`config.mk`:
```
export PLATFORM = sky130hd
export DESIGN_NAME = result_decider
export DESIGN_NICKNAME = d
export VERILOG_FILES = /design/src/rtl/result_decider_pkg.sv /design/src/rtl/result_decider_timeout.sv /design/src/rtl/result_decider.sv
export SDC_FILE = /design/constraint.sdc
export NUM_CORES = 1
export LEC_CHECK = 0
export CORE_ASPECT_RATIO = 1.2
export CORE_MARGIN = 3
export CORE_UTILIZATION = 60
export CTS_CLUSTER_DIAMETER = 120
export DETAILED_ROUTE_END_ITERATION = 16
export DONT_BUFFER_PORTS = 1
export PLACE_DENSITY = 0.87
export SETUP_SLACK_MARGIN = 0.05
export SYNTH_ARGS = -nofsm -noshare
export SYNTH_HDL_FRONTEND = slang
export SYNTH_SLANG_ARGS = --single-unit
export TNS_END_PERCENT = 30
```
`constraint.sdc`:
```
create_clock -name clk -period 2.2 [get_ports clk]
set_input_delay 0.44 -clock clk [delete_from_list [all_inputs] [get_ports clk]]
set_output_delay 0.44 -clock clk [all_outputs]
set_load 0.03 [all_outputs]
```
`src/rtl/result_decider_pkg.sv`:
```
// result_decider_pkg: shared FSM encoding, flag bit positions and default widths
package result_decider_pkg;
  localparam int DEF_DATA_W = 32;
  localparam int DEF_REG_AW = 5;
  localparam int FLAG_C = 2;
  localparam int FLAG_Z = 1;
  localparam int FLAG_S = 0;
  typedef enum logic [1:0] {IDLE = 2'd0, MEM = 2'd1, WB = 2'd2, ERR = 2'd3} state_e;
endpackage

```
`src/rtl/result_decider_timeout.sv`:
```
// mem_timeout_counter: counts un-acknowledged memory cycles; expired_o flags the cycle
// whose increment would reach TIMEOUT
module mem_timeout_counter #(
  parameter int TIMEOUT = 15,
  parameter int TO_W    = 4
) (
  input  logic clk,
  input  logic rst_n,
  input  logic clr_i,
  input  logic en_i,
  output logic expired_o
);
  logic [TO_W-1:0] cnt_q;
  always_ff @(posedge clk or negedge rst_n) begin
    if (!rst_n) cnt_q <= '0;
    else if (clr_i) cnt_q <= '0;
    else if (en_i) cnt_q <= cnt_q + 1'b1;
  end
  assign expired_o = en_i && (cnt_q == TO_W'(TIMEOUT - 1));
endmodule

```
`src/rtl/result_decider.sv`:
```
// result_decider: routes an ALU result to write-back, store or load, owning the
// memory handshake with timeout and the architectural flag register
module result_decider
  import result_decider_pkg::*;
#(
  parameter int DATA_W  = DEF_DATA_W,
  parameter int REG_AW  = DEF_REG_AW,
  parameter int TIMEOUT = 15,
  parameter int TO_W    = 4
) (
  input  logic              clk,
  input  logic              rst_n,
  input  logic              start_i,
  input  logic [DATA_W-1:0] alu_result_i,
  input  logic [2:0]        alu_flags_i,
  input  logic              mem_read_i,
  input  logic              mem_write_i,
  input  logic              reg_write_i,
  input  logic              flag_write_i,
  input  logic [REG_AW-1:0] write_addr_i,
  input  logic [DATA_W-1:0] store_data_i,
  output logic              mem_req_o,
  output logic              mem_we_o,
  output logic [DATA_W-1:0] mem_addr_o,
  output logic [DATA_W-1:0] mem_wdata_o,
  input  logic              mem_ack_i,
  input  logic [DATA_W-1:0] mem_rdata_i,
  output logic              rf_we_o,
  output logic [REG_AW-1:0] rf_waddr_o,
  output logic [DATA_W-1:0] rf_wdata_o,
  output logic [2:0]        flags_o,
  output logic              busy_o,
  output logic              done_o,
  output logic              mem_err_o
);
  state_e state_q, state_d;
  logic req_q, req_d, we_q, we_d, rf_we_q, rf_we_d, busy_q, busy_d;
  logic done_q, done_d, err_q, err_d, load_q, load_d, store_q, store_d;
  logic rw_q, rw_d, fw_q, fw_d, expired;
  logic [DATA_W-1:0] addr_q, addr_d, wdata_q, wdata_d, rf_wdata_q, rf_wdata_d;
  logic [REG_AW-1:0] rf_waddr_q, rf_waddr_d, wa_q, wa_d;
  logic [2:0] flags_q, flags_d, af_q, af_d;

  mem_timeout_counter #(.TIMEOUT(TIMEOUT), .TO_W(TO_W)) u_to (
    .clk(clk), .rst_n(rst_n),
    .clr_i(state_q != MEM),
    .en_i(state_q == MEM && !mem_ack_i),
    .expired_o(expired)
  );

  // Write-back outputs are computed on the transition into WB so they are registered
  always_comb begin
    state_d = state_q; req_d = req_q; we_d = we_q; addr_d = addr_q; wdata_d = wdata_q;
    rf_we_d = 1'b0; rf_waddr_d = rf_waddr_q; rf_wdata_d = rf_wdata_q; flags_d = flags_q;
    done_d = 1'b0; err_d = 1'b0;
    load_d = load_q; store_d = store_q; rw_d = rw_q; fw_d = fw_q; af_d = af_q; wa_d = wa_q;
    case (state_q)
      IDLE: if (start_i) begin
        load_d = mem_read_i; store_d = mem_write_i & ~mem_read_i;
        rw_d = reg_write_i; fw_d = flag_write_i; af_d = alu_flags_i; wa_d = write_addr_i;
        if (mem_read_i || mem_write_i) begin
          state_d = MEM; req_d = 1'b1; we_d = mem_write_i & ~mem_read_i;
          addr_d = alu_result_i; wdata_d = store_data_i;
        end else begin
          state_d = WB; rf_we_d = reg_write_i; rf_waddr_d = write_addr_i;
          rf_wdata_d = alu_result_i; done_d = 1'b1;
          flags_d = flag_write_i ? alu_flags_i : flags_q;
        end
      end
      MEM: if (mem_ack_i) begin
        state_d = WB; req_d = 1'b0; rf_we_d = rw_q & ~store_q; rf_waddr_d = wa_q;
        rf_wdata_d = load_q ? mem_rdata_i : addr_q; done_d = 1'b1;
        flags_d = fw_q ? af_q : flags_q;
      end else if (expired) begin
        state_d = ERR; req_d = 1'b0; err_d = 1'b1; done_d = 1'b1;
      end
      default: state_d = IDLE;
    endcase
    busy_d = state_d != IDLE;
  end

  always_ff @(posedge clk or negedge rst_n) begin
    if (!rst_n) begin
      state_q <= IDLE; req_q <= 1'b0; we_q <= 1'b0; addr_q <= '0; wdata_q <= '0;
      rf_we_q <= 1'b0; rf_waddr_q <= '0; rf_wdata_q <= '0; flags_q <= '0;
      busy_q <= 1'b0; done_q <= 1'b0; err_q <= 1'b0;
      load_q <= 1'b0; store_q <= 1'b0; rw_q <= 1'b0; fw_q <= 1'b0; af_q <= '0; wa_q <= '0;
    end else begin
      state_q <= state_d; req_q <= req_d; we_q <= we_d; addr_q <= addr_d; wdata_q <= wdata_d;
      rf_we_q <= rf_we_d; rf_waddr_q <= rf_waddr_d; rf_wdata_q <= rf_wdata_d; flags_q <= flags_d;
      busy_q <= busy_d; done_q <= done_d; err_q <= err_d;
      load_q <= load_d; store_q <= store_d; rw_q <= rw_d; fw_q <= fw_d; af_q <= af_d; wa_q <= wa_d;
    end
  end

  assign mem_req_o = req_q;
  assign mem_we_o = we_q;
  assign mem_addr_o = addr_q;
  assign mem_wdata_o = wdata_q;
  assign rf_we_o = rf_we_q;
  assign rf_waddr_o = rf_waddr_q;
  assign rf_wdata_o = rf_wdata_q;
  assign flags_o = flags_q;
  assign busy_o = busy_q;
  assign done_o = done_q;
  assign mem_err_o = err_q;
endmodule
```
# Word level (Yosys, flattened, before mapping)
# Cells that the tools add are included.
# W data, S select, Z words.
# totals
ff_bits	128
inputBits	112
word_cells	85
# op_classes
n_addsub	1
n_eq_ne	10
mux	38
n_bitwise	4
reduce_logical	13
# op_table
op	n
$mux W32	4
$pmux W32 S2	1
$mux W3	5
$mux W5	3
$mux W1	13
$ne A2 B2 Y1 const B	6
$pmux W5 S2	1
$mux W2	4
$mux W4	2
$reduce_and A4 Y1	2
$pmux W1 S2	3
$pmux W3 S2	1
$reduce_and A6 Y1	1
$reduce_bool A2 Y1	3
$add A4 B1 Y4 const B	1
$eq A4 B4 Y1 const B	1
$pmux W2 S2	1
$ne A3 B3 Y1 const B	1
$reduce_and A3 Y1	1
$and A1 B1 Y1	2
$eq A2 B1 Y1 const B	1
$logic_and A1 B1 Y1	2
$logic_not A2 Y1	1
$ne A2 B1 Y1 const B	1
other kinds (4)	5

# Depth between registers and ports, before layout
# Gate-level depths: netlist of run 1.
# depth
word_depth	7
ltp_mapped	6
mapped_depth_nobuf	5

# Modules after synthesis
# From an unflattened synthesis of run 1, not the netlist that was laid out.
# hier_totals
cells_unflattened	403
area_unflattened_um2	5751.8
# modules_own_cells
mod	n_inst	cells_each	area_each_um2	seq_area_each_um2
result_decider	1	383	5529.1	3103.0
mem_timeout_counter	1	20	222.7	100.1

# Worst setup path before layout of run 1
# OpenSTA, ideal clock, no wires.
# synth_timing
kind	in2reg
start	in mem_write_i
end	reg rf_waddr_q[0] (netlist: rf_waddr_o[0])
setup_ns	0.125
arrival_time_ns	1.779
required_time_ns	2.075
path_slack_ns	0.296
stages	4
n_path_buf	1
cell_sequence	or4b_4 -> a21oi_4 -> buf_6 -> mux2_2
# synth_via
elab_chain_len	3
# synth_lines
element	line_no	rtl
start: declaration	result_decider.sv:17	input logic mem_write_i,
$logic_or A1 B1 Y1	result_decider.sv:61	if (mem_read_i || mem_write_i) begin
$ne A2 B2 Y1 (no line)	-	
$reduce_and A4 Y1 (no line)	-	
end signal: assignment	result_decider.sv:90	rf_we_q <= rf_we_d; rf_waddr_q <= rf_waddr_d; rf_wdata_q <= rf_wdata_d; flags_q <= flags_d;
end: declaration	result_decider.sv:41	logic [REG_AW-1:0] rf_waddr_q, rf_waddr_d, wa_q, wa_d;
# No other way between the ends.
# A chain may end at the register's enable or synchronous reset.

# Worst setup path after layout of run 1
# layout_timing
start	reg state_q[0]
end	reg flags_q[1] (netlist: flags_o[1])
# layout_via
elab_chain_len	3
word_cells_on_any_way	10
classes_between	6 x eq/ne; 1 x mux; 3 x reduce/logical
# layout_lines
element	line_no	rtl
start: declaration	result_decider.sv:36	state_e state_q, state_d;
start signal: assignment	result_decider.sv:89	state_q <= state_d; req_q <= req_d; we_q <= we_d; addr_q <= addr_d; wdata_q <= wdata_d;
$eq A2 B1 Y1 / $logic_not A2 Y1 (equally long branches)	result_decider.sv:57	case (state_q)
$ne A2 B2 Y1 (no line) / $reduce_bool A2 Y1 (equally long branches)	-	
$reduce_and A6 Y1 (no line)	-	
end signal: assignment	result_decider.sv:90	
end: declaration	result_decider.sv:42	logic [2:0] flags_q, flags_d, af_q, af_d;
# Parallel ways exist; a longest one is shown, timed or not.

==> flow_metrics.tcl, run 1 <==
set metrics [dict create \
    cts_buffers 17 \
    cts_resized 0 \
    dominantRegCellSynth "dfrtp_1" \
    viasPerCell 5.96 \
    drt-total-wl_mm 11.5 \
    clkTransAtPathRegs_ns 0.06 \
    via_count 3220 \
    die_h_um 113 \
    critPathKind "reg -> reg" \
    tns_ns 0 \
    p_leak_nw 2.75 \
    max_slew_margin_pct 61.5 \
    cp.arrival_ns 2.40 \
    fin_skew_ns 0.00705 \
    regArea_um2 3200 \
    synth.avg_cell_area_um2 14.2 \
    setup_viol 0 \
    crit_fanout 7 \
    synth_area_um2 5720 \
    whs_ns -0.369 \
    status "finished with violations" \
    grt_max_degree 129 \
    die_w_um 95.1 \
    ys_async_sr_fraction_pct 100 \
    grt.total_usage_pct 22.0 \
    synth.area.top_cells "dfrtp_1 (56%), mux2_2 (35%), nand2_1 (2.7%)" \
    yosysTopAreaCell "dfrtp_1" \
    first_global_vias 3558 \
    fmax_mhz 495 \
    clockBufferDepth 2 \
    final_nets 522 \
    ys_types 30 \
    reg2reg_depth 3 \
    dr.pass1.iters 4 \
    layout_common_cells "mux2_2 (176), dfrtp_1 (128), nand2_1 (41)" \
    drt_iter0_markers 100 \
    multi_input_area_um2 2390 \
    ant_nets 0 \
    finalCritPeriodShare_pct 91.8 \
    yosysWarnings 0 \
    reg2reg_setup_slack_ns 0.18 \
    ioPinCount 222 \
    dp_hpwl_mm 7.92 \
    hold_viol 128 \
    power_density_nw_per_um2 1680 \
    violations "negative hold slack" \
    fin_cells 540 \
    grt_pass1_wl_mm 18.0 \
    end_kind "flip-flop" \
    final_max_slew_viol_count 0 \
    crit_path_end "flags_o[1]" \
    place_inst 507 \
    fin_crit_ns 2.02 \
    htree_levels 4 \
    grt-ovfl-total 0 \
    synth_edf_count 0 \
    cp.required_ns 2.58 \
    cp-start-kind "flip-flop" \
    port-buffer-count 0 \
    ys_seq_elements 128 \
    wl_per_cell_um 21.3 \
    clk_latency_ns 0.50 \
    crit_start "state_q[0]" \
    cts_tree "yes" \
    r2r-start "state_q[0]" \
    fillers 635 \
    postSynthCellCount 403 \
    synth_top_area_share_pct 56.0 \
    antenna_cells 0 \
    r2r-end "flags_o[1]" \
    hold_path.class "in -> async" \
    synth.net_count 517 \
    seq_area_frac_synth_pct 56.0 \
    gp_congestion 0.750 \
    maxCapViolCount 0 \
    antenna_found_initial 0 \
    drc_errors 0 \
    fp.coreArea_um2 9180 \
    syn_to_final_growth_pct 13.3 \
    drive_gt1_share_pct 52.4 \
    max-vdd-ir-drop_v 0.000910 \
    initial_core_util_pct 62.3 \
    worst_pin_slew_ns 0.575 \
    dieArea_um2 10700 \
    cts_sinks 128 \
    fp-row-count 38 \
    rsz0062_at_grt "no" \
    layout_commonest_cell "mux2_2" \
    power_mw 10.9 \
    cts_root_buf "clkbuf_8" \
]
## worst max-delay path, cell delays in order, from the launching register on
cell and delay (ns):
dfrtp_1 0.45, or4b_4 0.53, a211oi_1 0.51, mux2_2 0.41
## cell type report
| type | instances | share of cell area [%] |
|---|---|---|
| Timing Repair Buffer | 10 | 2.01 |
| Tap cell | 120 | 2.32 |
| Inverter | 1 | 0.0579 |
| Clock inverter | 12 | 2.47 |
| Sequential cell | 128 | 49.4 |
| Clock buffer | 19 | 6.81 |
| Multi-Input combinational cell | 250 | 36.9 |
## power by group
part | switching [mW] | leakage [nW] | internal, mW
Sequential | 2.61 | 1.53 | 3.32
Clock | 1.01 | 0.283 | 1.79
Combinational | 0.767 | 0.945 | 1.37
Total | 4.39 | 2.75 | 6.48
## cells in the mapped netlist, drive strengths merged, types with 2 or more instances
master	count
nor2b	2
nand2	41
a21oi	4
ha	2
clkbuf	9
dfrtp	128
mux2	176
nor2	7
buf	15
xor2	2
nor3b	2
## metal layers
metal  vias to the layer above  GRT usage [%]  wire [um]
met2                       174           37.2       5900
met1                      1598           24.0       4050
met5                         -              0          0
met4                         0           7.22        129
met3                        14           10.7       1440
li1                       1434              -          -
## cells by family (layout without fill, tap and decap cells)
kind of cell             after synthesis  count (layout)  synth area share, %
AO/OA/AOI/OAI                          9               9                 1.14
XOR/XNOR                               3               3                0.459
adder cells (fa/ha/maj)                2               2                0.437
flip-flops                           128             128                 56.0
multiplexers                         177             177                 34.8
buffers and inverters                 25              42                 2.54
AND/OR/NAND/NOR                       59              59                 4.62
## repair_timing
action | 4_1_cts | 5_1_grt
setup buffers | 0 | 0
hold buffers | 1 | 1
hold endpoints to repair | 129 | 129
## stage by stage
stage | util, % | area (um^2) | worst slack (ns)
floorplan | - | 5720 | 0.296
global placement | 63.9 | 5860 | 0.253
detailed placement | 63.9 | 5860 | 0.233
CTS | 70.5 | 6470 | 0.187
global route | 70.6 | 6480 | 0.154
finish | 70.6 | 6480 | 0.180
## worst min-delay path by stage
stage	slack [ns]	cells past startpoint	end	startpoint
2_1_floorplan	0.14	0	af_q[0]	rst_n
3_5_place_dp	0.15	0	mem_addr_o[16]	rst_n
4_1_cts	-0.40	0	mem_addr_o[16]	rst_n
5_1_grt	-0.41	0	mem_addr_o[16]	rst_n
3_3_place_gp	0.15	0	mem_addr_o[19]	rst_n
6_report	-0.37	0	mem_addr_o[16]	rst_n
## registers in the layout, summed over array words and instances, names as in the netlist
name and flops:
rf_wdata_o 32, fw_q 1, rf_waddr_o 5, rf_we_o 1, busy_o 1, mem_we_o 1
rw_q 1, mem_err_o 1, mem_wdata_o 32, mem_addr_o 32, wa_q 5, flags_o 3
load_q 1, mem_req_o 1, af_q 3, store_q 1, state_q 2, done_o 1
u_to.cnt_q 4
(Power assumes the default switching activity.)
==> run 2: changes to the inputs <==
--- a/config.mk
+++ b/config.mk
@@ -7,11 +7,10 @@
 export LEC_CHECK = 0
 export CORE_ASPECT_RATIO = 1.2
 export CORE_MARGIN = 3
-export CORE_UTILIZATION = 60
+export CORE_UTILIZATION = 44
 export CTS_CLUSTER_DIAMETER = 120
 export DETAILED_ROUTE_END_ITERATION = 16
-export DONT_BUFFER_PORTS = 1
-export PLACE_DENSITY = 0.87
+export PLACE_DENSITY = 0.92
 export SETUP_SLACK_MARGIN = 0.05
 export SYNTH_ARGS = -nofsm -noshare
 export SYNTH_HDL_FRONTEND = slang
==> run 2 against run 1 <==
The flow now finishes without violations; clock skew hardly changed; clock power hardly changed; critical path type is now in -> reg; critical path depth is 2 higher; fmax is 0.22% higher; setup slack better by 0.0044 ns; sequential power is 33% lower.
==> flow_metrics.tcl, run 2 (same netlist as run 1, synthesis figures left out) <==
set metrics [dict create \
    status "complete, no violations" \
    grt-ovfl-total 0 \
    layout_commonest_cell "clkdlybuf4s50_1" \
    fp.coreArea_um2 12700 \
    placed_area_um2 8200 \
    regArea_um2 3200 \
    fillers 878 \
    fin_skew_ns 0.00696 \
    crit_fanout 3 \
    intPower_mw 8.21 \
    ioPinCount 222 \
    hold_viol 0 \
    cts_sinks 128 \
    cp.required_ns 2.49 \
    rsz0062_at_grt "no" \
    port-buffer-count 221 \
    tns_ns 0 \
    drive_gt1_share_pct 34.7 \
    hold_path.class "in -> async" \
    finalCritPeriodShare_pct 91.6 \
    cts_tree "yes" \
    r2r-start "state_q[0]" \
    clkTransAtPathRegs_ns 0.05 \
    final_nets 749 \
    drt-total-wl_mm 15.0 \
    fin_crit_ns 2.02 \
    stdcell_area_um2 8770 \
    fin_ws_ns 0.185 \
    setup_viol 0 \
    multi_input_area_um2 2390 \
    worst_pin_slew_ns 0.717 \
    wl_per_cell_um 18.5 \
    comb_power_share_pct 47.9 \
    p_clk_share_pct 21.4 \
    syn_to_final_growth_pct 53.4 \
    clockBufferDepth 2 \
    drc_errors 0 \
    antenna_cells 0 \
    htree_levels 4 \
    end_kind "flip-flop" \
    maxCapViolCount 0 \
    grt.total_usage_pct 20.8 \
    p_leak_nw 3.66 \
    cts_root_buf "clkbuf_16" \
    final_max_slew_viol_count 0 \
    clk_latency_ns 0.40 \
    p_seq_share_pct 30.6 \
    gp_congestion 0.766 \
    cts_buffers 17 \
    reg2reg_setup_slack_ns 0.24 \
    p_sw_share_pct 36.6 \
    first_global_vias 4485 \
    ant_nets 0 \
    critPathKind "in -> reg" \
    post_cts_buffers 0 \
    dp_slack_ns -0.195 \
    drt_iter0_markers 147 \
    grt_max_degree 129 \
    max_slew_margin_pct 52.2 \
    dieArea_um2 14400 \
    cp-start-kind "primary input" \
    cts_hold_buf 0 \
    power_mw 13.0 \
    place_inst 780 \
    fmax_mhz 496 \
    dp_hpwl_mm 10.8 \
    die_h_um 131 \
    whs_ns 0.133 \
    r2r-end "flags_o[1]" \
    antenna_found_initial 0 \
    viasPerCell 5.11 \
    reg2reg_depth 4 \
    power_density_nw_per_um2 1480 \
    die_w_um 110 \
    cts_resized 0 \
    grt_pass1_wl_mm 22.8 \
    via_count 4143 \
    fin_cells 810 \
    dr.pass1.iters 4 \
    cp.arrival_ns 2.30 \
    fp-row-count 45 \
    initial_core_util_pct 45.2 \
    max-vdd-ir-drop_v 0.000877 \
    final_util_pct 69.3 \
    layout_common_cells "clkdlybuf4s50_1 (220), mux2_2 (176), dfrtp_1 (128)" \
    p_sw_mw 4.74 \
]
-- run 2: cell types whose count changed in the layout (fill, tap and decap cells not counted), moves of 2 or more --
cell             delta
clkinv_4            -3
clkinvlp_4          -4
buf_4               +8
clkinv_2            +3
clkdlybuf4s50_1   +220
clkbuf_1            +4
dlygate4sd3_1       -2
-- run 2: worst max-delay path by stage --
stage	startpoint	to	slack (ns)	depth (start not counted)
after global placement	start_i	flags_o[2]	-0.23	5
after floorplan	mem_write_i	rf_waddr_o[0]	0.30	4
final	start_i	flags_o[1]	0.18	5
after global routing	start_i	flags_o[1]	0.14	5
after CTS	start_i	flags_o[1]	0.21	5
after detailed placement	start_i	flags_o[1]	-0.20	5
-- run 2: per-layer routing --
| layer | GRT usage [%] | share of wire (%) | vias up |
|---|---|---|---|
| met1 | 22.6 | 36 | 2070 |
| li1 | - | - | 1887 |
| met5 | 0 | 0 | - |
| met4 | 8.07 | 2.4 | 0 |
| met2 | 36.5 | 52 | 163 |
| met3 | 7.71 | 9.2 | 23 |
-- run 2: area by class of cell --
type	count	area share (%)
tap	164	2.34
sequential	128	36.5
clock inverter	7	1.25
timing repair buffer	237	27.3
multi-input combinational	250	27.3
clock buffer	23	5.33
inverter	1	0.0428
-- run 2: power by group through the flow --
| stage | Combinational, mW | Clock (mW) | Sequential [mW] |
|---|---|---|---|
| 3_5_place_dp | 6.25 | 0 | 4.00 |
| 6_report | 6.21 | 2.78 | 3.97 |
| 5_1_grt | 6.55 | 2.93 | 4.11 |
| 3_3_place_gp | 6.11 | 0 | 3.92 |
| 4_1_cts | 6.28 | 2.82 | 3.98 |
| 2_1_floorplan | 1.84 | 0 | 5.70 |
-- run 2: critical path, stage by stage --
cell	delay, ns
clkdlybuf4s50_1	0.51
or4b_4	0.50
a211oi_1	0.33
buf_4	0.20
mux2_2	0.33
